### config.mk
export PLATFORM = sky130hd
export DESIGN_NAME = sad_scan_ctrl
export DESIGN_NICKNAME = d
export VERILOG_FILES = /design/src/rtl/sad_scan_pkg.sv /design/src/rtl/sad_scan_pos_ctr.sv /design/src/rtl/sad_scan_ctrl.sv
export SDC_FILE = /design/constraint.sdc
export NUM_CORES = 1
export LEC_CHECK = 0
export CAP_MARGIN = 20
export CORE_MARGIN = 4
export CORE_UTILIZATION = 43
export DETAILED_ROUTE_END_ITERATION = 7
export PLACE_DENSITY = 0.76
export SLEW_MARGIN = 20
export SYNTH_ARGS = -nofsm -noshare
export SYNTH_HDL_FRONTEND = slang
export SYNTH_SLANG_ARGS = --single-unit
### constraint.sdc
create_clock -name clk -period 2.45 [get_ports clk]
set_input_delay 0.49 -clock clk [delete_from_list [all_inputs] [get_ports clk]]
set_output_delay 0.49 -clock clk [all_outputs]
set_load 0.02 [all_outputs]
### src/rtl/sad_scan_pkg.sv
// Shared defaults, FSM state encoding and helpers for the SAD window scan controller.
package sad_scan_pkg;
  localparam int FRAME_COLS_DEF = 64;
  localparam int FRAME_ROWS_DEF = 64;
  localparam int WIN_DEF        = 4;
  localparam int POS_W          = 8;

  localparam logic [31:0] SAD_INIT = 32'hFFFF_FFFF;

  typedef enum logic [1:0] {
    IDLE  = 2'd0,
    ISSUE = 2'd1,
    WAIT  = 2'd2,
    DONE  = 2'd3
  } state_t;

  function automatic logic [31:0] word_index(input logic [POS_W-1:0] row,
                                             input logic [POS_W-1:0] col,
                                             input int               cols);
    return 32'(row) * 32'(cols) + 32'(col);
  endfunction
endpackage

### src/rtl/sad_scan_pos_ctr.sv
// Raster row/column counter over all window top-left positions, with a last-position flag.
module sad_scan_pos_ctr
  import sad_scan_pkg::*;
#(
  parameter int FRAME_COLS = FRAME_COLS_DEF,
  parameter int FRAME_ROWS = FRAME_ROWS_DEF,
  parameter int WIN        = WIN_DEF
) (
  input  logic             clk,
  input  logic             rst,
  input  logic             i_clear,
  input  logic             i_advance,
  output logic [POS_W-1:0] o_row,
  output logic [POS_W-1:0] o_col,
  output logic             o_last
);
  localparam logic [POS_W-1:0] COL_MAX = POS_W'(FRAME_COLS - WIN);
  localparam logic [POS_W-1:0] ROW_MAX = POS_W'(FRAME_ROWS - WIN);

  logic [POS_W-1:0] r_row;
  logic [POS_W-1:0] r_col;
  logic             w_col_wrap;

  assign w_col_wrap = (r_col == COL_MAX);

  always_ff @(posedge clk or posedge rst) begin
    if (rst) begin
      r_row <= '0;
      r_col <= '0;
    end else if (i_clear) begin
      r_row <= '0;
      r_col <= '0;
    end else if (i_advance) begin
      if (w_col_wrap) begin
        r_col <= '0;
        r_row <= r_row + POS_W'(1);
      end else begin
        r_col <= r_col + POS_W'(1);
      end
    end
  end

  assign o_row  = r_row;
  assign o_col  = r_col;
  assign o_last = w_col_wrap && (r_row == ROW_MAX);
endmodule

### src/rtl/sad_scan_ctrl.sv
// Scans every window position of a frame, offers each address downstream and keeps the
// earliest strictly-smallest SAD; one position per ISSUE/WAIT pair, done pulses once at the end.
module sad_scan_ctrl
  import sad_scan_pkg::*;
#(
  parameter int FRAME_COLS = FRAME_COLS_DEF,
  parameter int FRAME_ROWS = FRAME_ROWS_DEF,
  parameter int WIN        = WIN_DEF
) (
  input  logic             clk,
  input  logic             rst,
  input  logic             start,
  input  logic             pos_ready,
  input  logic             sad_valid,
  input  logic [31:0]      sad_in,
  output logic [31:0]      current_address,
  output logic             pos_valid,
  output logic             busy,
  output logic             done,
  output logic [31:0]      best_sad,
  output logic [POS_W-1:0] best_row,
  output logic [POS_W-1:0] best_col,
  output logic [31:0]      best_address
);
  state_t           r_state;
  state_t           w_next;
  logic             w_clear;
  logic             w_advance;
  logic             w_take;
  logic             w_better;
  logic             w_last;
  logic [POS_W-1:0] w_row;
  logic [POS_W-1:0] w_col;
  logic [31:0]      w_addr;

  logic [31:0]      r_best_sad;
  logic [POS_W-1:0] r_best_row;
  logic [POS_W-1:0] r_best_col;
  logic [31:0]      r_best_addr;

  sad_scan_pos_ctr #(
    .FRAME_COLS (FRAME_COLS),
    .FRAME_ROWS (FRAME_ROWS),
    .WIN        (WIN)
  ) u_pos_ctr (
    .clk       (clk),
    .rst       (rst),
    .i_clear   (w_clear),
    .i_advance (w_advance),
    .o_row     (w_row),
    .o_col     (w_col),
    .o_last    (w_last)
  );

  // Derived straight from the counter registers, so it is stable while ISSUE waits.
  assign w_addr          = word_index(w_row, w_col, FRAME_COLS);
  assign current_address = w_addr;

  always_ff @(posedge clk or posedge rst) begin
    if (rst) begin
      r_state <= IDLE;
    end else begin
      r_state <= w_next;
    end
  end

  always_comb begin
    w_next    = r_state;
    w_clear   = 1'b0;
    w_advance = 1'b0;
    w_take    = 1'b0;
    pos_valid = 1'b0;
    done      = 1'b0;
    busy      = (r_state != IDLE);
    case (r_state)
      IDLE: begin
        if (start) begin
          w_clear = 1'b1;
          w_next  = ISSUE;
        end
      end
      ISSUE: begin
        pos_valid = 1'b1;
        if (pos_ready) begin
          w_next = WAIT;
        end
      end
      WAIT: begin
        if (sad_valid) begin
          w_take = 1'b1;
          if (w_last) begin
            w_next = DONE;
          end else begin
            w_advance = 1'b1;
            w_next    = ISSUE;
          end
        end
      end
      DONE: begin
        done   = 1'b1;
        w_next = IDLE;
      end
      default: w_next = IDLE;
    endcase
  end

  // Strict compare: a tie never displaces an earlier position in raster order.
  assign w_better = w_take && (sad_in < r_best_sad);

  always_ff @(posedge clk or posedge rst) begin
    if (rst) begin
      r_best_sad  <= SAD_INIT;
      r_best_row  <= '0;
      r_best_col  <= '0;
      r_best_addr <= '0;
    end else if (w_clear) begin
      r_best_sad  <= SAD_INIT;
      r_best_row  <= '0;
      r_best_col  <= '0;
      r_best_addr <= '0;
    end else if (w_better) begin
      r_best_sad  <= sad_in;
      r_best_row  <= w_row;
      r_best_col  <= w_col;
      r_best_addr <= w_addr;
    end
  end

  assign best_sad     = r_best_sad;
  assign best_row     = r_best_row;
  assign best_col     = r_best_col;
  assign best_address = r_best_addr;
endmodule

==> results of run 1 <==
## worst paths after layout
check | startpoint | to | slack (ps)
worst max-delay path | sad_in[14] | best_address[13]$_DFFE_PP0P_ | -160
worst min-delay path | sad_in[13] | best_sad[13]$_DFFE_PP1P_ | 430
worst max register to register | best_sad[14]$_DFFE_PP1P_ | best_address[13]$_DFFE_PP0P_ | -140
worst min register to register | best_row[6]$_DFFE_PP0P_ | best_row[6]$_DFFE_PP0P_ | 530
max in group asynchronous | rst | best_sad[25]$_DFFE_PP1P_ | 1560
min in group asynchronous | rst | best_address[10]$_DFFE_PP0P_ | 570
## routing by layer
layer / wire (um) / up-vias / part of all wire [%] / track usage, %
li1: - / 1877 / - / -
met1: 4920 / 1876 / 41 / 22.6
met2: 6140 / 113 / 51 / 33.1
met3: 682 / 18 / 5.7 / 4.17
met4: 180 / 0 / 1.5 / 6.17
met5: 0 / - / 0 / 0
## cells in the final DEF (no fill, tap or decap), types with 3 or more instances in the layout
| master | n |
|---|---|
| sky130_fd_sc_hd__nor2b_1 | 3 |
| sky130_fd_sc_hd__ha_1 | 30 |
| sky130_fd_sc_hd__and2_1 | 9 |
| sky130_fd_sc_hd__buf_6 | 9 |
| sky130_fd_sc_hd__clkbuf_8 | 9 |
| sky130_fd_sc_hd__nand2_2 | 3 |
| sky130_fd_sc_hd__buf_4 | 43 |
| sky130_fd_sc_hd__nand4_1 | 10 |
| sky130_fd_sc_hd__inv_2 | 6 |
| sky130_fd_sc_hd__dfstp_2 | 32 |
| sky130_fd_sc_hd__o21ai_1 | 4 |
| sky130_fd_sc_hd__nand3_1 | 7 |
| sky130_fd_sc_hd__inv_1 | 78 |
| sky130_fd_sc_hd__o21ai_0 | 9 |
| sky130_fd_sc_hd__a21oi_1 | 18 |
| sky130_fd_sc_hd__xnor2_2 | 5 |
| sky130_fd_sc_hd__nor2_1 | 49 |
| sky130_fd_sc_hd__nor3_1 | 6 |
| sky130_fd_sc_hd__conb_1 | 34 |
| sky130_fd_sc_hd__mux2i_1 | 48 |
| sky130_fd_sc_hd__mux2_4 | 7 |
| sky130_fd_sc_hd__clkdlybuf4s50_1 | 106 |
| sky130_fd_sc_hd__nand2_1 | 39 |
| sky130_fd_sc_hd__ha_4 | 6 |
| sky130_fd_sc_hd__xnor2_1 | 10 |
| sky130_fd_sc_hd__dfrtp_1 | 42 |
## repair_timing
action | CTS | global route
endpoints found under the setup margin | 58 | 64
pin swaps | 12 | 14
cloned | 1 | 0
resized for setup | 71 | 36
buffers inserted | 6 | 5
hold buffers | 0 | 0
## worst register-to-register path, delay by kind of cell (launching register included)
family	cells	cell delay, ps
AOI/OAI and AO/OA	2	570
adders and majority gates	1	270
buffers and inverters	5	660
DFF	1	550
muxes	1	300
and+or+nand+nor	1	120
## flip-flops by register name (all words and copies together) (netlist names)
| name | cells |
|---|---|
| u_pos_ctr.o_col | 8 |
| best_col | 8 |
| best_sad | 32 |
| u_pos_ctr.o_row | 8 |
| r_state | 2 |
| best_address | 9 |
| best_row | 8 |
## synthesized netlist by cell type (all sizes together) (2+ instances only)
| cell | instances | area, sq um |
|---|---|---|
| a21oi | 20 | 100 |
| nand2 | 42 | 158 |
| and2 | 9 | 56.3 |
| nand4 | 10 | 62.6 |
| nor3 | 7 | 35.0 |
| inv | 84 | 315 |
| o311ai | 2 | 17.5 |
| nand3 | 8 | 40.0 |
| buf | 54 | 407 |
| a41oi | 2 | 17.5 |
| dfstp | 32 | 841 |
| a211oi | 2 | 15.0 |
| nor3b | 2 | 15.0 |
| nor2 | 51 | 191 |
| xnor2 | 16 | 140 |
| ha | 37 | 463 |
| nor2b | 3 | 18.8 |
| dfrtp | 43 | 1080 |
| mux2 | 7 | 78.8 |
| clkbuf | 7 | 26.3 |
| mux2i | 50 | 500 |
| o21ai | 14 | 70.1 |
## metrics by stage
stage          cell area (sq um)  setup TNS [ps]  power [uW]  hold WS (ps)  util (%)
4_1_cts                     6520            -274        6610           520      60.4
3_3_place_gp                6130          -21790        5320           518      56.8
5_1_grt                     6680           -9920        7160           422      61.9
2_1_floorplan               4870               0        4020           539         -
3_5_place_dp                6130          -23180        5420           518      56.8
6_report                    6680           -2740        6650           427      61.9
## final cells by class
class | instances | area, sq um
Multi-Input combinational cell | 326 | 2460
Inverter | 84 | 315
Clock buffer | 9 | 124
Tap cell | 140 | 175
Timing Repair Buffer | 168 | 1610
Clock inverter | 7 | 76.3
Sequential cell | 75 | 1920
Fill cell | 878 | 4110
## cells by family (layout without fill, tap and decap cells)
| logic type | Yosys count | count (layout) | share of synthesized area (%) |
|---|---|---|---|
| buf+inv | 145 | 268 | 15.8 |
| compound gates | 43 | 43 | 5.22 |
| flops | 75 | 75 | 40.4 |
| xor+xnor | 16 | 16 | 2.96 |
| fa+ha+maj | 38 | 38 | 10.2 |
| mux | 57 | 57 | 12.2 |
| other cells | 1 | 34 | 0.0791 |
| simple gates | 138 | 138 | 13.1 |
## power groups by stage
stage          Sequential (uW)  Combinational [uW]  Clock [uW]
3_3_place_gp              2130                3190           0
4_1_cts                   2130                3460        1030
3_5_place_dp              2150                3270           0
5_1_grt                   2200                3870        1090
6_report                  2140                3520         994
2_1_floorplan             2500                1520           0
==> run_summary.xml, run 1 <==
<?xml version="1.0" encoding="UTF-8"?>
<metrics>
  <group name="floorplanning">
    <metric name="die_area" unit="sq mm">0.0128</metric>
    <metric name="die_h" unit="um">113</metric>
    <metric name="core_area" unit="sq mm">0.0108</metric>
    <metric name="pin_count" unit="">152</metric>
    <metric name="placement_rows" unit="">38</metric>
    <metric name="initial_utilization" unit="%">43.9</metric>
    <metric name="die_w" unit="um">113</metric>
  </group>
  <group name="layout">
    <metric name="drive_gt1_share" unit="%">22.7</metric>
    <metric name="num_antenna_cells" unit="">0</metric>
    <metric name="fin_cells" unit="">809</metric>
    <metric name="final_net_count" unit="">739</metric>
    <metric name="area_growth_synth_to_finish" unit="%">40.8</metric>
  </group>
  <group name="critical_path">
    <metric name="critPathCaptureType" unit="">flip-flop</metric>
    <metric name="critical_path_arrival" unit="ps">2850</metric>
    <metric name="critical_path_buf_inv_count" unit="">5</metric>
    <metric name="critical_path_peak_fanout" unit="">7</metric>
    <metric name="worst-path-stages" unit="">10</metric>
    <metric name="cp.required" unit="ps">2690</metric>
    <metric name="crit_top_cell" unit="">sky130_fd_sc_hd__buf_4</metric>
    <metric name="worst_path_largest_cell_delay" unit="ps">480</metric>
    <metric name="r2r.worst_path.cells" unit="">10</metric>
    <metric name="cp_cell_sequence" unit="">clkdlybuf4s50_1, ha_4, nand4_1, buf_4, buf_4, o211ai_1, a41oi_4, buf_6, buf_12, mux2_4</metric>
    <metric name="critPathLaunchType" unit="">input port</metric>
    <metric name="crit_path_top_delay_cell" unit="">sky130_fd_sc_hd__clkdlybuf4s50_1</metric>
    <metric name="worst_path_dominant_cell_family" unit="">buffers and inverters</metric>
    <metric name="path_class" unit="">in2reg</metric>
  </group>
  <group name="sta">
    <metric name="rsz0062_at_grt" unit="">yes</metric>
    <metric name="fmaxAchievable" unit="GHz">0.383</metric>
    <metric name="finalClockSkew" unit="ps">5.86</metric>
    <metric name="final-setup-viol-count" unit="">32</metric>
    <metric name="post-route-worst-setup-slack" unit="ps">-162</metric>
    <metric name="fin_crit_sh" unit="%">107</metric>
    <metric name="fin_crit" unit="ps">2610</metric>
    <metric name="timing.final.hold_violations" unit="">0</metric>
    <metric name="timing_max_transition_violations_final" unit="">0</metric>
  </group>
  <group name="cts">
    <metric name="clk_latency" unit="ps">350</metric>
    <metric name="clock_pin_slew_worst_setup_and_hold_paths" unit="ps">80</metric>
    <metric name="htreeDepth" unit="">3</metric>
    <metric name="clkSinkCount" unit="">75</metric>
    <metric name="number_of_buffers_on_the_longest_clock_path" unit="">2</metric>
    <metric name="clk_root_buffer_cell" unit="">sky130_fd_sc_hd__clkbuf_8</metric>
    <metric name="tritoncts" unit="">yes</metric>
    <metric name="numCtsBuffers" unit="">9</metric>
  </group>
  <group name="power">
    <metric name="seqPwrFrac" unit="%">32.1</metric>
    <metric name="power.net_switching" unit="uW">2700</metric>
    <metric name="power.density" unit="mW/mm^2">995</metric>
    <metric name="worst_ir_drop_vdd" unit="uV">605</metric>
    <metric name="cellInternalPower" unit="uW">3950</metric>
    <metric name="power_leakage" unit="uW">0.00322</metric>
    <metric name="share_comb_of_total_power" unit="%">52.9</metric>
    <metric name="swShare" unit="%">40.6</metric>
    <metric name="clock_power_share" unit="%">15.0</metric>
  </group>
  <group name="worst_hold_path">
    <metric name="hold_class" unit="">in2reg</metric>
    <metric name="hold_depth" unit="">3</metric>
  </group>
  <group name="placed_design">
    <metric name="finalWeightedCongestion" unit="">0.828</metric>
    <metric name="placed_instances" unit="">783</metric>
    <metric name="dp_worst_setup_slack" unit="ps">-490</metric>
    <metric name="portBuffers" unit="">117</metric>
    <metric name="place.detailed.hpwl" unit="um">8540</metric>
  </group>
  <group name="logic_synthesis">
    <metric name="share_of_synthesized_registers_carrying_an_async_set_or_reset" unit="%">100</metric>
    <metric name="syn-instance-count" unit="">513</metric>
    <metric name="netlist-cell-type-count" unit="">37</metric>
    <metric name="synth_edf_count" unit="">0</metric>
    <metric name="ys_ff_latch" unit="">75</metric>
    <metric name="syn_area" unit="sq mm">0.00474</metric>
    <metric name="yosysSeqAreaShare" unit="%">40.4</metric>
    <metric name="syn-mean-instance-area" unit="sq um">9.24</metric>
    <metric name="ys.flop_type" unit="">sky130_fd_sc_hd__dfrtp_1</metric>
    <metric name="yosys_warnings" unit="">0</metric>
  </group>
  <group name="route">
    <metric name="route.antenna.remaining_nets" unit="">0</metric>
    <metric name="vias" unit="">3884</metric>
    <metric name="drt-initial-drc-count" unit="">120</metric>
    <metric name="totalWireLength" unit="um">11900</metric>
    <metric name="detailedRoute.firstPassIterationCount" unit="">4</metric>
    <metric name="drt-wirelength-per-cell" unit="um">14.7</metric>
    <metric name="drc" unit="">0</metric>
    <metric name="route.detailed.vias_per_inst" unit="">4.80</metric>
  </group>
  <group name="status">
    <metric name="status" unit="">finished, violations left</metric>
    <metric name="violated_checks" unit="">setup timing</metric>
  </group>
  <group name="grt">
    <metric name="grt_first_pass_wirelength" unit="um">19200</metric>
    <metric name="grt_start_max_net_pins" unit="">76</metric>
    <metric name="grt.overflow.total" unit="">0</metric>
    <metric name="grt_pass1_vias" unit="">4083</metric>
    <metric name="antenna_violations_before_repair" unit="">0</metric>
    <metric name="grt_total_usage" unit="%">18.7</metric>
  </group>
  <group name="flow_run">
    <metric name="timing.max_cap.violations" unit="">0</metric>
  </group>
</metrics>
(Power assumes the default switching activity.)
==> inputs of run 2 (changes only) <==
--- a/config.mk
+++ b/config.mk
@@ -5,7 +5,6 @@
 export SDC_FILE = /design/constraint.sdc
 export NUM_CORES = 1
 export LEC_CHECK = 0
-export CAP_MARGIN = 20
 export CORE_MARGIN = 4
 export CORE_UTILIZATION = 43
 export DETAILED_ROUTE_END_ITERATION = 7
==> results of run 2 <==
No change in the layout: final DEF, timing and power equal those of run 1.
==> inputs of run 3 (changes only) <==
--- a/config.mk
+++ b/config.mk
@@ -8,6 +8,7 @@
 export CORE_MARGIN = 4
 export CORE_UTILIZATION = 43
 export DETAILED_ROUTE_END_ITERATION = 7
+export GPL_TIMING_DRIVEN = 0
 export PLACE_DENSITY = 0.76
 export SLEW_MARGIN = 20
 export SYNTH_ARGS = -nofsm -noshare
==> run_summary.xml, run 3 (synthesis gave the netlist of run 1 again) <==
<?xml version="1.0" encoding="UTF-8"?>
<metrics>
  <group name="sta">
    <metric name="fmaxAchievable" unit="GHz">0.381</metric>
    <metric name="timing.final.hold_violations" unit="">0</metric>
    <metric name="timing_worst_slew_pin_value" unit="ps">545</metric>
    <metric name="rsz0062_at_grt" unit="">yes</metric>
    <metric name="post-route-worst-setup-slack" unit="ps">-174</metric>
    <metric name="finalClockSkew" unit="ps">14.7</metric>
    <metric name="holdWs" unit="ps">415</metric>
    <metric name="final-setup-viol-count" unit="">14</metric>
    <metric name="fin_crit" unit="ps">2620</metric>
    <metric name="timing_max_transition_violations_final" unit="">0</metric>
    <metric name="fin_crit_sh" unit="%">107</metric>
    <metric name="slew-limit-headroom" unit="%">63.7</metric>
    <metric name="totalNegativeSetupSlack" unit="ps">-751</metric>
  </group>
  <group name="route">
    <metric name="vias" unit="">4049</metric>
    <metric name="route.detailed.vias_per_inst" unit="">4.79</metric>
    <metric name="wl_met2" unit="um">6400</metric>
    <metric name="drt-initial-drc-count" unit="">150</metric>
    <metric name="routed.top_layer" unit="">met4</metric>
    <metric name="route.antenna.remaining_nets" unit="">0</metric>
    <metric name="drt-wirelength-per-cell" unit="um">15.1</metric>
    <metric name="drc" unit="">0</metric>
    <metric name="totalWireLength" unit="um">12800</metric>
    <metric name="detailedRoute.firstPassIterationCount" unit="">5</metric>
    <metric name="route.layer.met1.wl" unit="um">5450</metric>
    <metric name="routed-wl-met3" unit="um">683</metric>
  </group>
  <group name="cts">
    <metric name="cts-hold-fix-buffers" unit="">0</metric>
    <metric name="htreeDepth" unit="">3</metric>
    <metric name="clk_root_buffer_cell" unit="">sky130_fd_sc_hd__clkbuf_8</metric>
    <metric name="tritoncts" unit="">yes</metric>
    <metric name="clk_latency" unit="ps">360</metric>
    <metric name="number_of_buffers_on_the_longest_clock_path" unit="">2</metric>
    <metric name="numCtsBuffers" unit="">9</metric>
    <metric name="clkSinkCount" unit="">75</metric>
    <metric name="clock_pin_slew_worst_setup_and_hold_paths" unit="ps">90</metric>
  </group>
  <group name="status">
    <metric name="violated_checks" unit="">setup timing</metric>
    <metric name="status" unit="">finished, violations left</metric>
  </group>
  <group name="floorplanning">
    <metric name="initial_utilization" unit="%">43.9</metric>
    <metric name="pin_count" unit="">152</metric>
    <metric name="placement_rows" unit="">38</metric>
    <metric name="die_area" unit="sq mm">0.0128</metric>
    <metric name="die_w" unit="um">113</metric>
    <metric name="die_h" unit="um">113</metric>
    <metric name="core_area" unit="sq mm">0.0108</metric>
  </group>
  <group name="layout">
    <metric name="fin_cells" unit="">845</metric>
    <metric name="final.fill_count" unit="">857</metric>
    <metric name="most-common-layout-cells" unit="">sky130_fd_sc_hd__clkdlybuf4s50_1, sky130_fd_sc_hd__inv_1, sky130_fd_sc_hd__buf_4</metric>
    <metric name="final_net_count" unit="">775</metric>
    <metric name="layout.cells.most_common" unit="">sky130_fd_sc_hd__clkdlybuf4s50_1</metric>
    <metric name="post-route-util" unit="%">66.5</metric>
    <metric name="area_growth_synth_to_finish" unit="%">51.4</metric>
    <metric name="num_antenna_cells" unit="">0</metric>
    <metric name="largest_register_ffs" unit="">32</metric>
    <metric name="drive_gt1_share" unit="%">27.4</metric>
  </group>
  <group name="critical_path">
    <metric name="crit_path_top_delay_cell" unit="">sky130_fd_sc_hd__fa_2</metric>
    <metric name="critical_path_buf_inv_count" unit="">3</metric>
    <metric name="crit_top_cell" unit="">sky130_fd_sc_hd__buf_4</metric>
    <metric name="critPathCaptureType" unit="">output pin</metric>
    <metric name="worst_path_dominant_cell_family" unit="">adder cells</metric>
    <metric name="cp_cell_sequence" unit="">ha_2, inv_2, fa_2, nor2_4, buf_4, nand2_2, xnor2_2, buf_4</metric>
    <metric name="cp.required" unit="ps">1960</metric>
    <metric name="path_class" unit="">reg2out</metric>
    <metric name="critical_path_arrival" unit="ps">2130</metric>
    <metric name="critPathLaunchType" unit="">flip-flop</metric>
    <metric name="critical_path_peak_fanout" unit="">3</metric>
    <metric name="worst_path_largest_cell_delay" unit="ps">420</metric>
  </group>
  <group name="grt">
    <metric name="grt_total_usage" unit="%">19.2</metric>
    <metric name="grt_start_max_net_pins" unit="">51</metric>
    <metric name="grt.overflow.total" unit="">0</metric>
    <metric name="grt_pass1_vias" unit="">3954</metric>
    <metric name="antenna_violations_before_repair" unit="">0</metric>
    <metric name="grt_first_pass_wirelength" unit="um">19800</metric>
  </group>
  <group name="placed_design">
    <metric name="finalWeightedCongestion" unit="">0.833</metric>
    <metric name="place.detailed.hpwl" unit="um">8980</metric>
    <metric name="portBuffers" unit="">117</metric>
    <metric name="placed_instances" unit="">804</metric>
    <metric name="dp_worst_setup_slack" unit="ps">-748</metric>
  </group>
  <group name="power">
    <metric name="swShare" unit="%">39.7</metric>
    <metric name="power.density" unit="mW/mm^2">986</metric>
    <metric name="power.net_switching" unit="uW">2810</metric>
    <metric name="worst_ir_drop_vdd" unit="uV">553</metric>
    <metric name="share_comb_of_total_power" unit="%">52.7</metric>
    <metric name="power_leakage" unit="uW">0.00352</metric>
    <metric name="cellInternalPower" unit="uW">4270</metric>
    <metric name="clock_power_share" unit="%">17.0</metric>
    <metric name="seqPwrFrac" unit="%">30.3</metric>
  </group>
  <group name="worst_hold_path">
    <metric name="hold_class" unit="">in2reg</metric>
  </group>
  <group name="flow_run">
    <metric name="timing.max_cap.violations" unit="">0</metric>
  </group>
</metrics>
-- run 3: through the flow --
stage | area [sq um] | power [uW]
global placement | 6210 | 5210
CTS | 6750 | 6730
finish | 7180 | 7080
detailed placement | 6240 | 5330
global route | 7180 | 7550
floorplan | 4870 | 4020
-- run 3: timing repair --
| action | 4_1_cts | 5_1_grt |
|---|---|---|
| setup buffers | 5 | 17 |
| resized for setup | 63 | 76 |
| pin swaps | 7 | 15 |
| cloned | 4 | 1 |
| endpoints found under the setup margin | 65 | 67 |
-- run 3: per-layer routing --
| metal | vias to the layer above | GRT usage, % |
|---|---|---|
| li1 | 1954 | - |
| met4 | 0 | 8.01 |
| met2 | 133 | 32.3 |
| met5 | - | 0 |
| met1 | 1945 | 24.4 |
| met3 | 17 | 3.37 |
-- run 3: cell type report --
class / instances / area, sq um / area share, %
multi-input cells: 326 / 2540 / 35.4
inverters: 84 / 318 / 4.43
well taps: 140 / 175 / 2.44
repair buffers: 144 / 1500 / 20.8
clock buffers: 9 / 124 / 1.73
clock inverters: 7 / 121 / 1.69
flip-flops and latches: 75 / 1920 / 26.8
plain buffers: 60 / 482 / 6.71
-- run 3: path summary, 6_finish.rpt --
path	from	slack, ps	depth (start not counted)	to
max reg2reg	best_sad[14]$_DFFE_PP1P_	-60	11	best_address[14]$_DFFE_PP0P_
max in group asynchronous	rst	1390	3	best_sad[10]$_DFFE_PP1P_
max	u_pos_ctr.o_row[0]$_DFFE_PP0P_	-170	8	current_address[12]
min	sad_in[17]	420	3	best_sad[17]$_DFFE_PP1P_
min in group asynchronous	rst	460	2	r_state[0]$_DFFE_PP0P_
min reg2reg	best_row[3]$_DFFE_PP0P_	540	2	best_row[3]$_DFFE_PP0P_
-- run 3: worst register-to-register path: stages (launching register included) --
cell	delay, ps
sky130_fd_sc_hd__dfstp_2	540
sky130_fd_sc_hd__inv_1	70
sky130_fd_sc_hd__ha_4	270
sky130_fd_sc_hd__nand4_1	130
sky130_fd_sc_hd__nor3_2	190
sky130_fd_sc_hd__o311ai_2	140
sky130_fd_sc_hd__o211ai_1	180
sky130_fd_sc_hd__a41oi_2	160
sky130_fd_sc_hd__buf_6	170
sky130_fd_sc_hd__buf_12	150
sky130_fd_sc_hd__buf_6	120
sky130_fd_sc_hd__mux2_4	280
-- run 3: power groups by stage --
stage               sequential [uW]  clock (uW)  combinational [uW]
floorplan                      2500           0                1520
global placement               2140           0                3070
detailed placement             2160           0                3170
CTS                            2140        1220                3380
global route                   2200        1270                4070
finish                         2140        1200                3730
